### src/rtl/id_stage_pipe_pkg.sv
// Shared decode definitions for the id stage.
// Opcode and funct encodings, enable levels and FSM states.
package id_stage_pipe_pkg;

   localparam logic [6:0] OP_R      = 7'b0110011;
   localparam logic [6:0] OP_I      = 7'b0010011;
   localparam logic [6:0] OP_LUI    = 7'b0110111;
   localparam logic [6:0] OP_AUIPC  = 7'b0010111;
   localparam logic [6:0] OP_JAL    = 7'b1101111;
   localparam logic [6:0] OP_JALR   = 7'b1100111;
   localparam logic [6:0] OP_LOAD   = 7'b0000011;
   localparam logic [6:0] OP_STORE  = 7'b0100011;
   localparam logic [6:0] OP_BRANCH = 7'b1100011;

   localparam logic [2:0] F3_ADD_SUB = 3'b000;
   localparam logic [2:0] F3_SLL     = 3'b001;
   localparam logic [2:0] F3_SRL_SRA = 3'b101;
   localparam logic [2:0] F3_JALR    = 3'b000;
   localparam logic [2:0] F3_MUL     = 3'b000;
   localparam logic [2:0] F3_MULU    = 3'b011;

   localparam logic [6:0] F7_ZERO = 7'b0000000;
   localparam logic [6:0] F7_ALT  = 7'b0100000;
   localparam logic [6:0] F7_MUL  = 7'b0000001;

   localparam logic WRITE_ENABLE  = 1'b1;
   localparam logic WRITE_DISABLE = 1'b0;
   localparam logic READ_ENABLE   = 1'b1;
   localparam logic READ_DISABLE  = 1'b0;

   localparam int ZERO_REG = 0;

   typedef enum logic {
      ID_RUN   = 1'b0,
      ID_FLUSH = 1'b1
   } id_state_e;

endpackage

### src/rtl/id_decode_comb.sv
// Combinational RV32I (+MUL/MULU) decoder.
// Unused register fields and illegal encodings decode to zero.
module id_decode_comb
   import id_stage_pipe_pkg::*;
#(
   parameter int RADDR_W  = 5,
   parameter bit ENABLE_M = 1'b1
) (
   input  logic [31:0]        inst,
   output logic               rs1_used,
   output logic               rs2_used,
   output logic [RADDR_W-1:0] rs1_addr,
   output logic [RADDR_W-1:0] rs2_addr,
   output logic [RADDR_W-1:0] rd_addr,
   output logic               reg_w_ena,
   output logic               mem_w_ena,
   output logic               mem_r_ena,
   output logic               illegal
);

   logic [6:0] opcode;
   logic [2:0] funct3;
   logic [6:0] funct7;
   logic       use1, use2, wr, ld, st, legal;
   logic       m_ok, r_ok, i_ok;

   assign opcode = inst[6:0];
   assign funct3 = inst[14:12];
   assign funct7 = inst[31:25];

   assign m_ok = ENABLE_M && funct7 == F7_MUL &&
                 (funct3 == F3_MUL || funct3 == F3_MULU);
   assign r_ok = funct7 == F7_ZERO || m_ok ||
                 (funct7 == F7_ALT &&
                  (funct3 == F3_ADD_SUB || funct3 == F3_SRL_SRA));

   always_comb begin
      i_ok = 1'b1;
      if (funct3 == F3_SLL)
         i_ok = funct7 == F7_ZERO;
      else if (funct3 == F3_SRL_SRA)
         i_ok = funct7 == F7_ZERO || funct7 == F7_ALT;
   end

   always_comb begin
      use1  = 1'b0;
      use2  = 1'b0;
      wr    = 1'b0;
      ld    = 1'b0;
      st    = 1'b0;
      legal = 1'b0;
      unique case (1'b1)
         opcode == OP_R: begin
            {use1, use2, wr} = 3'b111;
            legal = r_ok;
         end
         opcode == OP_I: begin
            {use1, wr} = 2'b11;
            legal = i_ok;
         end
         opcode == OP_LUI,
         opcode == OP_AUIPC,
         opcode == OP_JAL: begin
            wr    = 1'b1;
            legal = 1'b1;
         end
         opcode == OP_JALR: begin
            {use1, wr} = 2'b11;
            legal = funct3 == F3_JALR;
         end
         opcode == OP_LOAD: begin
            {use1, wr, ld} = 3'b111;
            legal = funct3 != 3'b011 && funct3[2:1] != 2'b11;
         end
         opcode == OP_STORE: begin
            {use1, use2, st} = 3'b111;
            legal = funct3[2] == 1'b0 && funct3[1:0] != 2'b11;
         end
         opcode == OP_BRANCH: begin
            {use1, use2} = 2'b11;
            legal = funct3[2:1] != 2'b01;
         end
         default: legal = 1'b0;
      endcase
   end

   assign illegal   = !legal;
   assign rs1_used  = legal & use1;
   assign rs2_used  = legal & use2;
   assign rs1_addr  = rs1_used ? inst[15 +: RADDR_W] : '0;
   assign rs2_addr  = rs2_used ? inst[20 +: RADDR_W] : '0;
   assign rd_addr   = (legal & wr) ? inst[7 +: RADDR_W] : '0;
   assign reg_w_ena = (legal & wr) ? WRITE_ENABLE : WRITE_DISABLE;
   assign mem_w_ena = (legal & st) ? WRITE_ENABLE : WRITE_DISABLE;
   assign mem_r_ena = (legal & ld) ? READ_ENABLE : READ_DISABLE;

endmodule

### src/rtl/id_stage_pipe.sv
// Registered decode stage between if_id and ex.
// Handles operand bypass, load-use bubbles, jump squash and backpressure.
module id_stage_pipe
   import id_stage_pipe_pkg::*;
#(
   parameter int XLEN         = 32,
   parameter int RADDR_W      = 5,
   parameter bit ENABLE_M     = 1'b1,
   parameter int FLUSH_CYCLES = 1
) (
   input  logic               clk,
   input  logic               rst,
   input  logic [31:0]        inst_i,
   input  logic [XLEN-1:0]    inst_addr_i,
   input  logic               inst_valid_i,
   output logic               id_ready_o,
   output logic [RADDR_W-1:0] reg1_r_addr_o,
   output logic [RADDR_W-1:0] reg2_r_addr_o,
   input  logic [XLEN-1:0]    reg1_r_data_i,
   input  logic [XLEN-1:0]    reg2_r_data_i,
   input  logic               wb_w_ena_i,
   input  logic [RADDR_W-1:0] wb_w_addr_i,
   input  logic [XLEN-1:0]    wb_w_data_i,
   input  logic               ex_jump_ena_i,
   input  logic               ex_ready_i,
   output logic               valid_o,
   output logic [31:0]        inst_o,
   output logic [XLEN-1:0]    inst_addr_o,
   output logic [XLEN-1:0]    reg1_r_data_o,
   output logic [XLEN-1:0]    reg2_r_data_o,
   output logic               reg_w_ena_o,
   output logic [RADDR_W-1:0] reg_w_addr_o,
   output logic               mem_w_ena_o,
   output logic               mem_r_ena_o,
   output logic               illegal_o
);

   localparam int CNT_W = $clog2(FLUSH_CYCLES + 1);
   localparam logic [RADDR_W-1:0] X0 = RADDR_W'(ZERO_REG);

   logic               d_rs1_used, d_rs2_used;
   logic [RADDR_W-1:0] d_rs1, d_rs2, d_rd;
   logic               d_w_ena, d_mw, d_mr, d_ill;
   logic [XLEN-1:0]    op1, op2;
   logic               hazard, ready, slot_load, slot_clear;
   id_state_e          state, state_nx;
   logic [CNT_W-1:0]   cnt, cnt_nx;

   id_decode_comb #(
      .RADDR_W  (RADDR_W),
      .ENABLE_M (ENABLE_M)
   ) u_dec (
      .inst      (inst_i),
      .rs1_used  (d_rs1_used),
      .rs2_used  (d_rs2_used),
      .rs1_addr  (d_rs1),
      .rs2_addr  (d_rs2),
      .rd_addr   (d_rd),
      .reg_w_ena (d_w_ena),
      .mem_w_ena (d_mw),
      .mem_r_ena (d_mr),
      .illegal   (d_ill)
   );

   assign reg1_r_addr_o = d_rs1;
   assign reg2_r_addr_o = d_rs2;
   assign id_ready_o    = ready;

   // x0 never bypasses, so a wb match implies a non-zero address
   assign op1 = (d_rs1 == X0) ? '0 :
                (wb_w_ena_i && wb_w_addr_i == d_rs1) ? wb_w_data_i :
                reg1_r_data_i;
   assign op2 = (d_rs2 == X0) ? '0 :
                (wb_w_ena_i && wb_w_addr_i == d_rs2) ? wb_w_data_i :
                reg2_r_data_i;

   assign hazard = valid_o && mem_r_ena_o && reg_w_addr_o != X0 &&
                   ((d_rs1_used && d_rs1 == reg_w_addr_o) ||
                    (d_rs2_used && d_rs2 == reg_w_addr_o));

   always_ff @(posedge clk) begin
      if (rst) begin
         state <= ID_RUN;
         cnt   <= '0;
      end else begin
         state <= state_nx;
         cnt   <= cnt_nx;
      end
   end

   always_comb begin
      state_nx = state;
      cnt_nx   = cnt;
      if (ex_jump_ena_i) begin
         cnt_nx   = CNT_W'(FLUSH_CYCLES - 1);
         state_nx = (FLUSH_CYCLES > 1) ? ID_FLUSH : ID_RUN;
      end else if (state == ID_FLUSH && inst_valid_i) begin
         cnt_nx = cnt - 1'b1;
         if (cnt == CNT_W'(1))
            state_nx = ID_RUN;
      end
   end

   always_comb begin
      ready      = 1'b0;
      slot_load  = 1'b0;
      slot_clear = 1'b0;
      if (!rst) begin
         if (ex_jump_ena_i || state == ID_FLUSH) begin
            ready      = 1'b1;
            slot_clear = 1'b1;
         end else begin
            ready = (!valid_o || ex_ready_i) && !hazard;
            if (valid_o && !ex_ready_i)
               slot_clear = 1'b0;
            else if (inst_valid_i && ready)
               slot_load = 1'b1;
            else
               slot_clear = 1'b1;
         end
      end
   end

   always_ff @(posedge clk) begin
      if (rst || slot_clear) begin
         valid_o       <= 1'b0;
         inst_o        <= '0;
         inst_addr_o   <= '0;
         reg1_r_data_o <= '0;
         reg2_r_data_o <= '0;
         reg_w_ena_o   <= 1'b0;
         reg_w_addr_o  <= '0;
         mem_w_ena_o   <= 1'b0;
         mem_r_ena_o   <= 1'b0;
         illegal_o     <= 1'b0;
      end else if (slot_load) begin
         valid_o       <= 1'b1;
         inst_o        <= inst_i;
         inst_addr_o   <= inst_addr_i;
         reg1_r_data_o <= op1;
         reg2_r_data_o <= op2;
         reg_w_ena_o   <= d_w_ena;
         reg_w_addr_o  <= d_rd;
         mem_w_ena_o   <= d_mw;
         mem_r_ena_o   <= d_mr;
         illegal_o     <= d_ill;
      end
   end

endmodule

### config.mk
export PLATFORM = sky130hd
export DESIGN_NAME = id_stage_pipe
export DESIGN_NICKNAME = d
export VERILOG_FILES = /design/src/rtl/id_stage_pipe_pkg.sv /design/src/rtl/id_decode_comb.sv /design/src/rtl/id_stage_pipe.sv
export SDC_FILE = /design/constraint.sdc
export NUM_CORES = 1
export LEC_CHECK = 0
export ABC_AREA = 1
export CORE_ASPECT_RATIO = 1.1
export CORE_MARGIN = 10
export CORE_UTILIZATION = 45
export CTS_CLUSTER_DIAMETER = 120
export DETAILED_ROUTE_END_ITERATION = 16
export PLACE_DENSITY = 0.87
export SYNTH_ARGS = -nofsm -noshare
export SYNTH_HDL_FRONTEND = slang
export SYNTH_SLANG_ARGS = --single-unit
### constraint.sdc
create_clock -name clk -period 5.1 [get_ports clk]
set_input_delay 0.765 -clock clk [delete_from_list [all_inputs] [get_ports clk]]
set_output_delay 0.765 -clock clk [all_outputs]
set_load 0.1 [all_outputs]
# == Word level (Yosys, flattened, before mapping) ==
# Index checks and enable logic that the tools add are counted.
# op_classes
n_eq_ne,22
muxes,28
bitwise_logic,6
reduce_logical,35
# op_table
op,n
32-bit 2-to-1 mux,4
"7-bit by 6-bit equality test with 1-bit output, second input constant",4
"7-bit equality test, second input constant",3
5-bit equality test,4
1-bit 2-to-1 mux,20
5-bit 2-to-1 mux,3
"7-bit by 5-bit equality test with 1-bit output, second input constant",2
1-bit logical AND,14
5-bit logical NOT,2
1-bit logical OR,8
"7-bit by 1-bit equality test with 1-bit output, second input constant",1
"7-bit by 2-bit equality test with 1-bit output, second input constant",1
7-bit logical NOT,1
1-bit one-hot mux with 7 select lines,1
7-bit OR reduction,1
3-bit OR reduction,2
6-bit OR reduction,1
1-bit bitwise AND,5
5-bit nonzero test,1
1-bit logical NOT,4
"2-bit inequality test, second input constant",2
"3-bit by 1-bit equality test with 1-bit output, second input constant",1
"3-bit by 2-bit equality test with 1-bit output, second input constant",1
"3-bit equality test, second input constant",1
4 further kinds,4
# totals
ff_bits,138
in_bits,171
out_inout_bits,149

# == Depth between registers and ports, before layout ==
# logic_depth
depth_word,20
ltp_mapped,23
depth_no_buf,21

# == By module ==
# A second synthesis with hierarchy kept.
# unflattened
cells_unflattened,1459
hier_area_um2,8359.3
# by_module_without_submodules
module,instances,cells_each,area_per_inst_um2,seq_area_each_um2
id_stage_pipe,1,1347,7811.2,2762.6
id_decode_comb,1,112,548.0,0.0

# == Worst setup path before layout ==
# OpenSTA, ideal clock, no wires.
# synth_path
kind,input-to-output
start,in inst_i[1]
end,out id_ready_o
t_arrival_ns,3.796
required_ns,4.335
slack_ns,0.539
path_stages,14
path_cell_list,nand2_2 nor3_4 nand2_2 nor2_1 nand2_1 nand3_2 nand3_1 inv_2 nand2_1 nand3_1 nand2_1 nand2_4 nand2_1 a21oi_1
# synth_between
elab_chain_len,13
# synth_lines
item,line_no,rtl
from (decl),id_stage_pipe.sv:13,"input logic [31:0] inst_i,"
7-bit equality test (tied with other cells),id_decode_comb.sv:63,opcode == OP_JAL: begin
3-bit OR reduction,-,
1-bit one-hot mux with 7 select lines or 1-bit 2-to-1 mux (tied branches),id_decode_comb.sv:52,unique case (1'b1)
1-bit bitwise AND *,id_decode_comb.sv:89,assign rs2_used = legal & use2;
5-bit 2-to-1 mux *,id_decode_comb.sv:91,assign rs2_addr = rs2_used ? inst[20 +: RADDR_W] : '0;
named net reg2_r_addr_o[2],id_stage_pipe.sv:18,"output logic [RADDR_W-1:0] reg2_r_addr_o,"
5-bit equality test *,id_stage_pipe.sv:79,(d_rs2_used && d_rs2 == reg_w_addr_o));
1-bit logical AND *,id_stage_pipe.sv:79,
1-bit logical OR *,id_stage_pipe.sv:78,((d_rs1_used && d_rs1 == reg_w_addr_o) ||
1-bit logical AND *,id_stage_pipe.sv:77,assign hazard = valid_o && mem_r_ena_o && reg_w_addr_o != X0 &&
1-bit logical NOT *,id_stage_pipe.sv:113,ready = (!valid_o || ex_ready_i) && !hazard;
1-bit logical AND *,id_stage_pipe.sv:113,
1-bit 2-to-1 mux *,id_stage_pipe.sv:109,if (ex_jump_ena_i || state == ID_FLUSH) begin
1-bit 2-to-1 mux *,id_stage_pipe.sv:108,if (!rst) begin
to (decl),id_stage_pipe.sv:16,"output logic id_ready_o,"
# The timed path passes the listed nets; every way through them passes the cells marked *.

# == Worst setup path in the final report ==
# layout_path
start,in inst_i[5]
end,out id_ready_o
# layout_between
elab_chain_len,13
# layout_lines
item,line_no
7-bit equality test (tied with other cells),id_decode_comb.sv:63
3-bit OR reduction or 6-bit OR reduction (tied branches),-
1-bit one-hot mux with 7 select lines or 1-bit 2-to-1 mux (tied branches),id_decode_comb.sv:52
1-bit bitwise AND (on tied branches),"id_decode_comb.sv:88, id_decode_comb.sv:89"
5-bit 2-to-1 mux (on tied branches),"id_decode_comb.sv:90, id_decode_comb.sv:91"
5-bit equality test (on tied branches),"id_stage_pipe.sv:78, id_stage_pipe.sv:79"
1-bit logical AND (on tied branches),"id_stage_pipe.sv:78, id_stage_pipe.sv:79"
1-bit logical OR *,id_stage_pipe.sv:78
1-bit logical AND *,id_stage_pipe.sv:77
1-bit logical NOT *,id_stage_pipe.sv:113
1-bit logical AND *,id_stage_pipe.sv:113
1-bit 2-to-1 mux *,id_stage_pipe.sv:109
1-bit 2-to-1 mux *,id_stage_pipe.sv:108
# Every way passes the cells marked *; elsewhere a longest branch is shown, timed or not.

==> run_results.csv <==
group,metric,value,unit
status,run_status,"finished clean",
critical_path,required,4.34,ns
placement,place_area,0.009970,mm^2
global_routing,first_global_vias,7350,
critical_path,crit_type,"in2out",
cts,clk_pin_slew,0.06,ns
detailed_routing,vias,7685,
detailed_routing,drt_iter0_markers,534,
layout,design_area,0.01059,mm^2
detailed_routing,drc,0,
critical_path,cpMaxStageDelayCell,"clkdlybuf4s50_1",
synth,ys_seq_area_share,40.92,%
global_routing,antenna_found_initial,1,
layout,nets,1573,
cts,post-cts-setup-buffer-count,0,
timing,fin_tns_setup,0,ns
global_routing,grt_first_pass_wirelength,38780,um
timing,finalWorstPathRequiredPeriod,4.089,ns
min_path,hp-start,"reg1_r_data_o[23]",
layout,layout-drive-gt1-share,5.300,%
critical_path,timing.rr.start,"reg_w_addr_o[4]",
cts,clockBufferDepth,2,
detailed_routing,wl_per_cell,15.87,um
timing,slew-limit-headroom,27.78,%
critical_path,ff2ff_path_depth,12,
cts,ctsRootBufferMaster,"clkbuf_16",
min_path,min_to,"reg1_r_data_o[23]",
synth,synth_edf_count,0,
synth,synth_compound_area_share,3.299,%
die,ios,320,
placement,io_buffers,319,
global_routing,track_usage,24.10,%
cts,cts_resized,0,
cts,cts_buffers,17,
layout,area.growth.synth_to_final,56.88,%
layout,fin_util,72.74,%
cts,numClockSinks,138,
die,die_h,148.5,um
timing,slew_viol_final,0,
timing,finalSetupViolCount,0,
placement,gp_congestion,0.9372,
timing,fin_crit_sh,80.18,%
synth,synth_ff_type,"dfxtp_1",
synth,synth_xor_area_share,0.9081,%
min_path,holdPathStages,2,
power,peakVddDrop,0.2143,mV
critical_path,arrival,3.32,ns
die,initial_core_util,46.37,%
die,fp.dieW,136.8,um
synth,yosys.area_share.adder,0,%
critical_path,crit_top_cell,"nand2_1",
die,design.die.area,0.02031,mm^2
detailed_routing,ant_nets,0,
timing,final.setup_skew,0.007242,ns
power,power.density,265.0,mW/mm^2
die,std_cell_rows,46,
min_path,hp-class,"reg2reg",
timing,max_freq,0.2446,GHz
job,maxCapViolCount,0,
die,core_area,0.01456,mm^2
critical_path,cp_cell_sequence,"clkdlybuf4s50_1 > nand2_2 > nor2_2 > nand2_1 > nand2_1 > inv_1 > nand3_1 > nor2_1 > nand3_2 > nand3_1 > inv_2 > nand2_1 > nand3_1 > nand2_1 > nand2_4 > nand2_1 > a21oi_1 > buf_4",
synth,syn_inst,1104,
critical_path,slowest_delay,0.60,ns
synth,ys_ff_latch,138,
synth,synthMuxAreaShare,0,%
cts,htreeDepth,4,
timing,finalHoldViolations,0,
critical_path,r2r-end,"reg2_r_data_o[22]",
synth,synth.distinct_cells,33,
critical_path,regToRegSetupSlack,2.72,ns
detailed_routing,wl,25520,um
synth,synth.avg_cell_area,6.115,um^2
global_routing,grt_max_degree,81,
detailed_routing,routed_via_density,4.779,
synth,synth_top_family_by_area,"simple AND/OR/NAND/NOR gates",
power,p_leak,0.005336,uW
timing,rsz0062_at_grt,"no",
synth,async_flop_share,0,%
detailed_routing,first_pass_iters,7,
synth,synth.yosys.warnings,0,
critical_path,worstPathMaxFanout,14,
critical_path,startpoint_type,"input pin",
critical_path,critical_path.endpoint_type,"output port",
synth,yosys.area_share.simple,43.85,%
placement,dp_hpwl,19010,um
timing,worstMarginPinSlew,1.080,ns
cts,holdBufCountCts,0,
cts,clock_latency,0.42,ns
cts,cts_tree,"yes",
global_routing,overflow,0,
synth,netlist_area,0.006751,mm^2
synth,syn_nets,1275,
## registers in the layout, summed over array words and instances, names as in the netlist
register       count
valid_o            1
reg_w_ena_o        1
reg1_r_data_o     32
mem_w_ena_o        1
inst_o            32
illegal_o          1
reg2_r_data_o     32
inst_addr_o       32
mem_r_ena_o        1
reg_w_addr_o       5
## cells in the final DEF (no fill, tap or decap), types with 3 or more instances in the layout
cell type        synthesis  final
clkinv_2                 0      3
nand3_1                 26     26
nor2_2                   5      5
bufinv_16                0      3
a21oi_1                  3      3
nor2_1                 152    152
inv_2                    6      5
inv_1                  119    119
clkbuf_16                0     17
xnor2_1                  3      3
clkdlybuf4s50_1          0    308
xor2_1                   4      4
nand4_1                  7      7
o22ai_1                  4      4
dfxtp_1                138    138
inv_6                    0      4
nor3_1                   5      5
o21ai_0                 25     25
nand3_2                  4      4
nand2_1                536    536
nand2_2                  5      5
buf_4                    1     16
## worst max-delay path by stage
stage / from / endpoint / slack, ns / cells after the start
2_1_floorplan: inst_i[1] / id_ready_o / 0.54 / 14
3_3_place_gp: inst_i[30] / reg1_r_data_o[8] / 1.10 / 19
3_5_place_dp: inst_i[1] / reg1_r_data_o[4] / 0.96 / 20
4_1_cts: inst_i[1] / id_ready_o / 1.01 / 16
5_1_grt: inst_i[1] / id_ready_o / 0.71 / 16
6_report: inst_i[5] / id_ready_o / 1.01 / 18
## metrics by stage
| stage | hold slack, ns | setup WS, ns | cells | total power (uW) |
|---|---|---|---|---|
| 3_3_place_gp | 0.4350 | 1.101 | 1575 | 1523 |
| 5_1_grt | 0.4655 | 0.7085 | 1607 | 2896 |
| 4_1_cts | 0.4522 | 1.012 | 1607 | 2822 |
| 3_5_place_dp | 0.4376 | 0.9614 | 1575 | 1526 |
| 6_report | 0.4484 | 1.011 | 1608 | 2806 |
| 2_1_floorplan | 0.8681 | 0.5388 | 1104 | 1329 |
## kinds of logic (layout without fill, tap and decap cells)
kind of cell / after synthesis / after routing
simple gates: 746 / 746
buf+inv: 174 / 485
flops: 138 / 138
compound gates: 39 / 39
xor+xnor: 7 / 7
other cells: 0 / 1
## critical path, delay by kind of cell
| family | cells | cell delay [ns] |
|---|---|---|
| and+or+nand+nor | 13 | 1.34 |
| AOI/OAI and AO/OA | 1 | 0.13 |
| buffers and inverters | 4 | 1.08 |
## area by class of cell
| type | count | area [um^2] |
|---|---|---|
| well taps | 192 | 240.2 |
| clock inverters | 12 | 162.7 |
| flip-flops and latches | 138 | 2763 |
| clock buffers | 20 | 456.7 |
| multi-input cells | 792 | 3244 |
| fillers | 1151 | 3970 |
| repair buffers | 326 | 3243 |
| diodes | 1 | 2.502 |
| inverters | 127 | 479.2 |
## metal layers
| metal | vias to the layer above | wire length (um) | track usage [%] |
|---|---|---|---|
| li1 | 3872 | - | - |
| met1 | 3450 | 9584 | 25.65 |
| met2 | 306 | 12220 | 40.85 |
| met3 | 57 | 2844 | 10.31 |
| met4 | 0 | 868 | 9.968 |
| met5 | - | 0 | 0 |
## Yosys cell counts (6+ instances only)
cell type	number	area (um^2)
buf_6	9	101.4
nor2_1	152	570.6
inv_2	6	22.52
o21ai_0	25	125.1
clkbuf_1	21	78.83
buf_2	16	80.08
nand4_1	7	43.79
inv_1	119	446.7
nand2_1	536	2012
nand3_1	26	130.1
dfxtp_1	138	2763
## power breakdown
part           internal, uW  leakage, uW  switching, uW
Clock                   802     0.000298            498
Combinational           170      0.00392            233
Sequential             1090      0.00112           8.92
Total                  2070      0.00534            740
Power figures use the tool's default switching activity.
